[config.mk]
export PLATFORM = sky130hd
export DESIGN_NAME = elbeth_branch_predictor_flat
export DESIGN_NICKNAME = d
export VERILOG_FILES = /design/src/rtl/elbeth_branch_predictor_if.sv /design/src/rtl/elbeth_branch_predictor.sv /design/src/flat_wrapper.sv
export SDC_FILE = /design/constraint.sdc
export NUM_CORES = 2
export LEC_CHECK = 0
export BUFFER_PORTS_ARGS = -buffer_cell sky130_fd_sc_hd__buf_2
export CELL_PAD_IN_SITES_DETAIL_PLACEMENT = 0
export CELL_PAD_IN_SITES_GLOBAL_PLACEMENT = 2
export CORE_MARGIN = 4
export CORE_UTILIZATION = 46
export CTS_BUF_LIST = sky130_fd_sc_hd__clkbuf_4 sky130_fd_sc_hd__clkbuf_8
export DETAILED_ROUTE_END_ITERATION = 10
export GPL_TIMING_DRIVEN = 0
export PLACE_DENSITY = 0.79
export SYNTH_ARGS = -nofsm -noshare
export SYNTH_HDL_FRONTEND = slang
export SYNTH_SLANG_ARGS = --single-unit
[constraint.sdc]
create_clock -name clk -period 6.7 [get_ports clk]
set_clock_uncertainty 0.1 [all_clocks]
set_input_delay 1.005 -clock clk [delete_from_list [all_inputs] [get_ports clk]]
set_output_delay 1.005 -clock clk [all_outputs]
set_load 0.005 [all_outputs]
[src/rtl/elbeth_branch_predictor_if.sv]
// ---------------------------------------------------------------------------
// elbeth_branch_predictor_if
// Bundles the fetch-lookup, resolve/update, redirect and statistics signals
// of the ELBETH branch predictor.
//   master : pipeline side (drives if_pc, flush, upd_*; observes predictions)
//   slave  : predictor side (elbeth_branch_predictor)
// Parameters: ADDR_W (PC width), STAT_W (performance counter width).
//
// Update handshake: upd_valid is a one-cycle qualifier with no ready/back-
// pressure. When upd_valid is high, every upd_* field describes one resolved
// control-transfer instruction and is consumed on that rising edge; when low,
// the upd_* fields are ignored and mispredict is held low.
// ---------------------------------------------------------------------------
interface elbeth_branch_predictor_if #(
    parameter int ADDR_W = 32,
    parameter int STAT_W = 32
);
    // Fetch lookup
    logic [ADDR_W-1:0] if_pc;
    logic              pred_hit;
    logic              pred_taken;
    logic [ADDR_W-1:0] pred_target;
    // Maintenance
    logic              flush;
    // Resolve / update
    logic              upd_valid;
    logic [ADDR_W-1:0] upd_pc;
    logic              upd_is_jump;
    logic              upd_taken;
    logic [ADDR_W-1:0] upd_target;
    logic              upd_pred_taken;
    logic [ADDR_W-1:0] upd_pred_target;
    // Redirect
    logic              mispredict;
    logic [ADDR_W-1:0] correct_pc;
    // Statistics
    logic [STAT_W-1:0] stat_branches;
    logic [STAT_W-1:0] stat_mispredicts;

    modport master (
        output if_pc, flush, upd_valid, upd_pc, upd_is_jump, upd_taken,
               upd_target, upd_pred_taken, upd_pred_target,
        input  pred_hit, pred_taken, pred_target, mispredict, correct_pc,
               stat_branches, stat_mispredicts
    );

    modport slave (
        input  if_pc, flush, upd_valid, upd_pc, upd_is_jump, upd_taken,
               upd_target, upd_pred_taken, upd_pred_target,
        output pred_hit, pred_taken, pred_target, mispredict, correct_pc,
               stat_branches, stat_mispredicts
    );
endinterface

[src/rtl/elbeth_branch_predictor.sv]
// ---------------------------------------------------------------------------
// elbeth_branch_predictor
// Direct-mapped BTB with a 2-bit saturating counter per entry. The IF stage
// looks up if_pc combinationally; the ID-stage branch unit reports resolved
// outcomes, which train the table, raise mispredict/correct_pc and bump the
// saturating performance counters.
// Ports:
//   clk   - clock, rising edge
//   rst_n - asynchronous active-low reset
//   bp    - elbeth_branch_predictor_if.slave (lookup, update, redirect, stats)
// Parameters: ENTRIES (power of two, 2..256), ADDR_W, STAT_W.
// ---------------------------------------------------------------------------
module elbeth_branch_predictor #(
    parameter int ENTRIES = 16,
    parameter int ADDR_W  = 32,
    parameter int STAT_W  = 32
) (
    input  logic                        clk,
    input  logic                        rst_n,
    elbeth_branch_predictor_if.slave    bp
);
    localparam int INDEX_W = $clog2(ENTRIES);
    localparam int TAG_W   = ADDR_W - INDEX_W - 2;

    // Counter encoding: 0 SNT, 1 WNT, 2 WT, 3 ST
    logic [ENTRIES-1:0] valid_q;
    logic [TAG_W-1:0]   tag_q    [ENTRIES];
    logic [ADDR_W-1:0]  target_q [ENTRIES];
    logic [1:0]         ctr_q    [ENTRIES];
    logic [STAT_W-1:0]  stat_br_q;
    logic [STAT_W-1:0]  stat_mp_q;

    // ---------------- Lookup (combinational) ----------------
    logic [INDEX_W-1:0] lk_idx;
    logic [TAG_W-1:0]   lk_tag;
    logic               lk_hit;
    logic               lk_taken;

    assign lk_idx   = bp.if_pc[INDEX_W+1:2];
    assign lk_tag   = bp.if_pc[ADDR_W-1:INDEX_W+2];
    assign lk_hit   = valid_q[lk_idx] && (tag_q[lk_idx] == lk_tag);
    assign lk_taken = lk_hit && ctr_q[lk_idx][1];

    assign bp.pred_hit    = lk_hit;
    assign bp.pred_taken  = lk_taken;
    // PC+4 wraps naturally modulo 2^ADDR_W
    assign bp.pred_target = lk_taken ? target_q[lk_idx] : (bp.if_pc + ADDR_W'(4));

    // ---------------- Resolve / redirect ----------------
    logic mispredict;

    assign mispredict = bp.upd_valid &&
                        ((bp.upd_taken != bp.upd_pred_taken) ||
                         (bp.upd_taken && (bp.upd_target != bp.upd_pred_target)));

    assign bp.mispredict = mispredict;
    assign bp.correct_pc = bp.upd_taken ? bp.upd_target : (bp.upd_pc + ADDR_W'(4));

    // ---------------- Training decision ----------------
    logic [INDEX_W-1:0] up_idx;
    logic [TAG_W-1:0]   up_tag;
    logic               up_hit;
    logic               upd_we;      // write valid/tag/counter of up_idx
    logic               upd_tgt_we;  // also write target
    logic [1:0]         upd_ctr_d;

    assign up_idx = bp.upd_pc[INDEX_W+1:2];
    assign up_tag = bp.upd_pc[ADDR_W-1:INDEX_W+2];
    assign up_hit = valid_q[up_idx] && (tag_q[up_idx] == up_tag);

    always_comb begin
        upd_we     = 1'b0;
        upd_tgt_we = 1'b0;
        upd_ctr_d  = ctr_q[up_idx];
        if (bp.upd_valid && !bp.flush) begin
            if (up_hit) begin
                upd_we = 1'b1;
                if (bp.upd_is_jump) begin
                    upd_ctr_d  = 2'd3;
                    upd_tgt_we = 1'b1;
                end else if (bp.upd_taken) begin
                    upd_ctr_d  = (ctr_q[up_idx] == 2'd3) ? 2'd3 : ctr_q[up_idx] + 2'd1;
                    upd_tgt_we = 1'b1;
                end else begin
                    upd_ctr_d  = (ctr_q[up_idx] == 2'd0) ? 2'd0 : ctr_q[up_idx] - 2'd1;
                end
            end else if (bp.upd_taken) begin
                // Allocate, evicting whatever occupies this index
                upd_we     = 1'b1;
                upd_tgt_we = 1'b1;
                upd_ctr_d  = bp.upd_is_jump ? 2'd3 : 2'd2;
            end
        end
    end

    // ---------------- BTB storage ----------------
    always_ff @(posedge clk or negedge rst_n) begin
        if (!rst_n) begin
            valid_q <= '0;
            for (int i = 0; i < ENTRIES; i++) begin
                tag_q[i]    <= '0;
                target_q[i] <= '0;
                ctr_q[i]    <= '0;
            end
        end else if (bp.flush) begin
            // Flush wins over a same-edge update
            valid_q <= '0;
        end else if (upd_we) begin
            valid_q[up_idx] <= 1'b1;
            tag_q[up_idx]   <= up_tag;
            ctr_q[up_idx]   <= upd_ctr_d;
            if (upd_tgt_we) begin
                target_q[up_idx] <= bp.upd_target;
            end
        end
    end

    // ---------------- Performance counters (saturating, flush-immune) ----
    always_ff @(posedge clk or negedge rst_n) begin
        if (!rst_n) begin
            stat_br_q <= '0;
            stat_mp_q <= '0;
        end else begin
            if (bp.upd_valid && (stat_br_q != '1)) begin
                stat_br_q <= stat_br_q + STAT_W'(1);
            end
            if (mispredict && (stat_mp_q != '1)) begin
                stat_mp_q <= stat_mp_q + STAT_W'(1);
            end
        end
    end

    assign bp.stat_branches    = stat_br_q;
    assign bp.stat_mispredicts = stat_mp_q;
endmodule

[src/flat_wrapper.sv]
// flat-port wrapper written by rule: the top's interface ports become plain ports
module elbeth_branch_predictor_flat 
#(
    parameter int ENTRIES = 16,
    parameter int ADDR_W  = 32,
    parameter int STAT_W  = 32
)
  (clk, rst_n, bp_if_pc, bp_flush, bp_upd_valid, bp_upd_pc, bp_upd_is_jump, bp_upd_taken, bp_upd_target, bp_upd_pred_taken, bp_upd_pred_target, bp_pred_hit, bp_pred_taken, bp_pred_target, bp_mispredict, bp_correct_pc, bp_stat_branches, bp_stat_mispredicts);
  elbeth_branch_predictor_if #(.ADDR_W(ADDR_W), .STAT_W(STAT_W)) bp_i ();
  input  logic clk;
  input  logic rst_n;
  input wire logic [$bits(bp_i.if_pc)-1:0] bp_if_pc;
  input wire logic [$bits(bp_i.flush)-1:0] bp_flush;
  input wire logic [$bits(bp_i.upd_valid)-1:0] bp_upd_valid;
  input wire logic [$bits(bp_i.upd_pc)-1:0] bp_upd_pc;
  input wire logic [$bits(bp_i.upd_is_jump)-1:0] bp_upd_is_jump;
  input wire logic [$bits(bp_i.upd_taken)-1:0] bp_upd_taken;
  input wire logic [$bits(bp_i.upd_target)-1:0] bp_upd_target;
  input wire logic [$bits(bp_i.upd_pred_taken)-1:0] bp_upd_pred_taken;
  input wire logic [$bits(bp_i.upd_pred_target)-1:0] bp_upd_pred_target;
  output wire logic [$bits(bp_i.pred_hit)-1:0] bp_pred_hit;
  output wire logic [$bits(bp_i.pred_taken)-1:0] bp_pred_taken;
  output wire logic [$bits(bp_i.pred_target)-1:0] bp_pred_target;
  output wire logic [$bits(bp_i.mispredict)-1:0] bp_mispredict;
  output wire logic [$bits(bp_i.correct_pc)-1:0] bp_correct_pc;
  output wire logic [$bits(bp_i.stat_branches)-1:0] bp_stat_branches;
  output wire logic [$bits(bp_i.stat_mispredicts)-1:0] bp_stat_mispredicts;
  assign bp_i.if_pc = bp_if_pc;
  assign bp_i.flush = bp_flush;
  assign bp_i.upd_valid = bp_upd_valid;
  assign bp_i.upd_pc = bp_upd_pc;
  assign bp_i.upd_is_jump = bp_upd_is_jump;
  assign bp_i.upd_taken = bp_upd_taken;
  assign bp_i.upd_target = bp_upd_target;
  assign bp_i.upd_pred_taken = bp_upd_pred_taken;
  assign bp_i.upd_pred_target = bp_upd_pred_target;
  assign bp_pred_hit = bp_i.pred_hit;
  assign bp_pred_taken = bp_i.pred_taken;
  assign bp_pred_target = bp_i.pred_target;
  assign bp_mispredict = bp_i.mispredict;
  assign bp_correct_pc = bp_i.correct_pc;
  assign bp_stat_branches = bp_i.stat_branches;
  assign bp_stat_mispredicts = bp_i.stat_mispredicts;
  elbeth_branch_predictor #(.ENTRIES(ENTRIES), .ADDR_W(ADDR_W), .STAT_W(STAT_W)) u_core (.clk(clk), .rst_n(rst_n), .bp(bp_i));
endmodule
Word-level counts from Yosys, hierarchy flattened
Cells that the tools add are included.
Widths: inputs -> output; s select.
{"block": "word_totals", "reg_bits": 1040, "word_cells": 138}
{"block": "op_classes", "muxes": 48, "order_cmp": 6, "bitwise_logic": 4, "n_eq_ne": 7, "n_reduce_logical": 16, "add_sub_neg": 6}
{"operator": "$bwmux 512", "n": 1}
{"operator": "$bwmux 416", "n": 1}
{"operator": "$bmux 26 s4", "n": 2}
{"operator": "$mux 32", "n": 5}
{"operator": "$mux 26", "n": 5}
{"operator": "$bmux 32 s4", "n": 1}
{"operator": "$demux 32 s4", "n": 1}
{"operator": "$demux 26 s4", "n": 1}
{"operator": "$add 32x1->32 const B", "n": 2}
{"operator": "$add 32x3->32 const B", "n": 2}
{"operator": "$ne 32x32->1 const B", "n": 2}
{"operator": "$eq 26x26->1", "n": 2}
{"operator": "$bwmux 32", "n": 1}
{"operator": "$mux 16", "n": 2}
{"operator": "$ne 32x32->1", "n": 1}
{"operator": "$mux 2", "n": 12}
{"operator": "$bmux 2 s4", "n": 2}
{"operator": "$or 16x16->16", "n": 1}
{"operator": "$ge 5x5->1 const B", "n": 2}
{"operator": "$logic_and 1x1->1", "n": 10}
{"operator": "$lt 4x5->1 const B", "n": 2}
{"operator": "$mux 1", "n": 10}
{"operator": "$not 4->5", "n": 2}
{"operator": "$bmux 1 s4", "n": 2}
{"operator": "other kinds (15)", "n": 15}

Logic depth before layout (Yosys ltp)
{"block": "depth", "word_depth": 11, "mapped_depth": 17, "mapped_depth_nobuf": 9}

Worst setup path after synthesis
OpenSTA, ideal clock, no wires.
{"block": "synth_timing", "path_kind": "input -> output", "from": "input port bp_if_pc[2]", "to": "output port bp_pred_target[22]", "slack_ns": 0.835, "t_required_ns": 5.595, "cell_stages": 13, "n_path_buf": 5, "t_arrival_ns": 4.760, "path_cell_list": "buf_2 buf_4 buf_2 buf_1 mux4_2 mux2i_1 a21oi_1 xor2_1 nor2_1 nand3_1 nor4b_1 clkbuf_1 mux2_2"}
{"block": "synth_via", "elab_chain_cells": 8, "word_cells_on_any_way": 17, "cone_classes": "1 x add/sub; 1 x eq/ne; 12 x mux; 1 x bitwise; 2 x reduce/logical"}
{"element": "start, declared", "line_no": "flat_wrapper.sv:12", "rtl": "input wire logic [$bits(bp_i.if_pc)-1:0] bp_if_pc;"}
{"element": "$not 4->5 (implied by the code)", "line_no": "elbeth_branch_predictor.sv:41, elbeth_branch_predictor.sv:42, elbeth_branch_predictor.sv:47"}
{"element": "$bmux 26 s4", "line_no": "elbeth_branch_predictor.sv:41", "rtl": "assign lk_hit = valid_q[lk_idx] && (tag_q[lk_idx] == lk_tag);"}
{"element": "$mux 26 (implied by the code) (2 in series)", "line_no": "elbeth_branch_predictor.sv:41"}
{"element": "$eq 26x26->1", "line_no": "elbeth_branch_predictor.sv:41"}
{"element": "$logic_and 1x1->1", "line_no": "elbeth_branch_predictor.sv:41"}
{"element": "$logic_and 1x1->1", "line_no": "elbeth_branch_predictor.sv:42", "rtl": "assign lk_taken = lk_hit && ctr_q[lk_idx][1];"}
{"element": "$mux 32 *", "line_no": "elbeth_branch_predictor.sv:47", "rtl": "assign bp.pred_target = lk_taken ? target_q[lk_idx] : (bp.if_pc + ADDR_W'(4));"}
{"element": "end, declared", "line_no": "flat_wrapper.sv:23", "rtl": "output wire logic [$bits(bp_i.pred_target)-1:0] bp_pred_target;"}
Mark *: on every way between the ends. The rest lies on a longest branch, timed or not. The select of a mux whose other input is x is not followed.

Final worst setup path
{"block": "layout_timing", "from": "input port bp_upd_pc[3]", "to": "register u_core.tag_q[382] (netlist bit)"}
{"block": "layout_via", "elab_chain_cells": 9, "word_cells_on_any_way": 17, "cone_classes": "2 x order compare; 1 x eq/ne; 10 x mux; 1 x bitwise; 3 x reduce/logical"}
{"element": "start, declared", "line_no": "flat_wrapper.sv:15", "rtl": "input wire logic [$bits(bp_i.upd_pc)-1:0] bp_upd_pc;"}
{"element": "$not 4->5 (implied by the code)", "line_no": "elbeth_branch_predictor.sv:69, elbeth_branch_predictor.sv:110"}
{"element": "$bmux 26 s4", "line_no": "elbeth_branch_predictor.sv:69", "rtl": "assign up_hit = valid_q[up_idx] && (tag_q[up_idx] == up_tag);"}
{"element": "$mux 26 (implied by the code) (2 in series)", "line_no": "elbeth_branch_predictor.sv:69"}
{"element": "$eq 26x26->1", "line_no": "elbeth_branch_predictor.sv:69"}
{"element": "$logic_and 1x1->1", "line_no": "elbeth_branch_predictor.sv:69"}
{"element": "$mux 1", "line_no": "elbeth_branch_predictor.sv:76", "rtl": "if (up_hit) begin"}
{"element": "$mux 1", "line_no": "elbeth_branch_predictor.sv:75", "rtl": "if (bp.upd_valid && !bp.flush) begin"}
{"element": "$reduce_and 2->1 (no source line)"}
{"element": "end signal, assigned by index", "line_no": "elbeth_branch_predictor.sv:110", "rtl": "tag_q[up_idx] <= up_tag;"}
{"element": "end, declared", "line_no": "elbeth_branch_predictor.sv:27", "rtl": "logic [TAG_W-1:0] tag_q [ENTRIES];"}
Several ways; a longest one is shown, not always the timed one. The select of a mux whose other input is x is not followed.
A chain may end at the register's enable or synchronous reset.

==> run_results.csv <==
group,metric,value,unit
synth,ys_async_sr_fraction,100,%
min_path,min_from,"bp_flush",
setup_path,regToRegSetupSlack,0.58,ns
route,drt_iter0_drc,3741,
final_layout,fin_cells,5877,
synth,syn-num-nets,3929,
timing,setup_tns,-4.28,ns
route,drt-total-wl,196000,um
place,placedCellCount,5544,
place,dp_hpwl,140000,um
clock_network,cts_buffer_depth,3,
timing,fin_crit,6.85,ns
route,antenna_left,0,
pwr,clockPowerShare,38.3,%
clock_network,htreeDepth,4,
route,wl_per_cell,33.4,um
timing,clock.fmax,0.146,GHz
synth,syn_area,53600,um2
global_routing,grt_start_max_net_pins,158,
setup_path,start_kind,"input port",
pwr,power_density,276,nW/um2
final_layout,final_net_count,4347,
pwr,switching_share,28.4,%
timing,finalHoldViolCount,0,
place,io_buffer_count,223,
setup_path,crit_top_cell,"buf_2",
route,first_pass_iters,6,
synth,synth_cell_types,72,
timing,fin_ws,-0.148,ns
setup_path,cpMaxStageDelayCell,"nor2_2",
clock_network,cts_sinks,1040,
final_layout,syn_to_final_growth,14.2,%
global_routing,grt_pass1_wl,280000,um
timing,maxSlewViolCount,0,
setup_path,cp_num_buf_inv,5,
global_routing,grt_pass1_vias,37375,
pwr,p_seq_share,44.9,%
pwr,power_frac_comb,16.7,%
clock_network,cts_tree,"done",
final_layout,final_cell_area,61300,um2
floorplanning,core_area,116000,um2
floorplanning,pin_count,266,
timing,setup_violations,57,
setup_path,required,7.41,ns
synth,synth_edf_count,0,
outcome,failed_checks,"negative setup slack",
timing,tightest_slew,1.44,ns
global_routing,grt_overflow,0,
timing,slew_headroom,3.82,%
synth,yosysWarnings,0,
outcome,outcome,"finished with violations",
floorplanning,die_height,349,um
setup_path,path_cells,"buf_2, buf_2, clkbuf_1, mux4_2, nand3_1, o311ai_0, a21oi_1, o211ai_1, nor4b_2, a31oi_1, buf_2, nor2_2, buf_2, mux2_2",
timing,rsz0062_at_grt,"false",
floorplanning,die-width,349,um
place,place.gp.congestion,0.979,
final_layout,drive_gt1_share,44.8,%
setup_path,slowest_delay,0.90,ns
clock_network,cts_made_buffers,183,
setup_path,ff2ff_path_depth,11,
global_routing,grt_antenna_before_repair,20,
synth,synth_cells,3787,
setup_path,r2r-end,"u_core.tag_q[382]$_DFFE_PN0P_",
route,remaining_drc_errors,0,
setup_path,path_max_fanout,10,
synth,synth_area_per_cell,14.2,um2
run,cap_violations,0,
final_layout,mostFrequentLayoutCell,"dfrtp_1",
pwr,p_int,12.1,mW
setup_path,cp_top_family,"buffers and inverters",
min_path,hold_class,"in -> reg",
place,dp_slack,-3.18,ns
clock_network,insertion_delay,0.97,ns
pwr,leakage,28.0,nW
timing,fin_hold_ws,0.252,ns
synth,synth_top_flop_cell,"dfrtp_1",
setup_path,r2r-start,"u_core.tag_q[2]$_DFFE_PN0P_",
pwr,max-vdd-ir-drop,0.000219,V
place,placed_area,56900,um2
setup_path,worst_setup_path_end_kind,"flip-flop",
final_layout,utilization,52.9,%
setup_path,arrival,7.56,ns
route,vias,36797,
clock_network,clk_pin_slew,0.06,ns
setup_path,path_class,"in -> reg",
min_path,worstHoldEndpoint,"u_core.valid_q[1]$_DFFE_PN0P_",
pwr,finalPower,16.9,mW
global_routing,track_usage,32.2,%
pwr,p_switching,4.81,mW
synth,ys_seq_elements,1040,
floorplanning,start_util,46.3,%
route,viasPerCell,6.26,
floorplanning,rows,125,
final_layout,mostFrequentLayoutCells,"dfrtp_1 (1040), mux2_2 (826), mux4_2 (358), buf_2 (311), clkbuf_8 (233)",
clock_network,cts_root_buffer,"clkbuf_8",
floorplanning,die-area,122000,um2
synth,ys_seq_area_share,48.5,%
timing,fin_crit_sh,102,%
min_path,hold_depth,2,
## worst register-to-register path, delay by kind of cell (launching register included)
| kind | cells | cell delay [ns] |
|---|---|---|
| buf+inv | 2 | 0.93 |
| flops | 1 | 0.39 |
| simple gates | 3 | 2.43 |
| mux | 2 | 0.93 |
| compound gates | 4 | 1.20 |
## cells by family after synthesis
kind of cell,after synthesis,synth area share [%]
mux,1422,37.1
flops,1040,48.5
simple gates,429,4.16
buf+inv,398,3.24
compound gates,303,3.70
xor+xnor,188,3.07
fa+ha+maj,7,0.163
## flip-flops by register name, indices dropped and copies added, names as in the netlist
name                        count
u_core.bp.stat_branches        32
u_core.bp.stat_mispredicts     32
u_core.ctr_q                   32
u_core.tag_q                  416
u_core.valid_q                 16
u_core.target_q               512
## power groups by stage
stage	sequential, mW	combinational [mW]	clock [mW]
finish	7.61	2.83	6.49
global route	7.69	3.00	6.87
CTS	7.58	2.82	6.60
detailed placement	7.69	2.79	0
global placement	7.67	2.73	0
floorplan	7.52	1.84	0
## cells in the mapped netlist, types with 5 or more instances
cell type     n  area, um2
a31oi_1       6       37.5
o22ai_1      20        125
o41ai_1       5       43.8
mux2_1      134       1510
a22oi_1      32        240
nor2b_1      24        150
buf_2        94        470
clkbuf_1    200        751
nor2_2        6       37.5
nand4_1      38        238
ha_1          7       87.6
a211oi_1     14        105
a32oi_1       8       70.1
nor2_1       60        225
inv_1        47        176
and4_1       12        105
o31ai_1      23        173
mux2i_1     104       1040
xnor2_1     100        876
buf_6         9        101
buf_1        30        113
o21ai_0     104        521
nand2b_1      6       37.5
mux2_2      826       9300
a21oi_1      39        195
nor3_1       27        135
a221oi_1      6       52.6
xor2_1       88        771
mux4_2      358       8060
nand3_1      62        310
and3_1       37        231
buf_4        16        120
dfrtp_1    1040      26000
nand2_1     111        417
nor4_1       15       93.8
and2_1       12       75.1
a2bb2oi_1     8       70.1
## area by class of cell
type                    count  area (um2)
fillers                 10060       54600
well taps                1524        1910
diodes                      9        22.5
clock inverters            41         430
repair buffers            235        1400
flip-flops and latches   1040       26000
multi-input cells        2349       26000
inverters                  49         184
clock buffers             283        3580
plain buffers             347        1740
## routing by layer
layer	up-vias	track usage, %	part of all wire [%]
li1	15070	-	-
met1	19587	43.3	41
met2	1690	50.1	46
met3	446	7.68	8.4
met4	4	14.5	4.8
met5	-	0	0.011
## worst max path at each step
stage | cells after the start | end | from
floorplan | 13 | bp_pred_target[22] | bp_if_pc[2]
global placement | 1 | u_core.tag_q[354]$_DFFE_PN0P_ | rst_n
detailed placement | 15 | bp_pred_target[2] | bp_if_pc[3]
CTS | 11 | bp_pred_target[4] | bp_if_pc[2]
global route | 11 | bp_pred_target[22] | bp_if_pc[3]
finish | 14 | u_core.tag_q[382]$_DFFE_PN0P_ | bp_upd_pc[3]
## what timing repair did
action	4_1_cts	5_1_grt
pin swaps	1	0
setup buffers	1	0
endpoints found under the setup margin	155	90
gates resized for setup	111	25
hold endpoints to repair	84	0
hold buffers	1	0
Note: power is estimated with default switching activity, not from simulation.
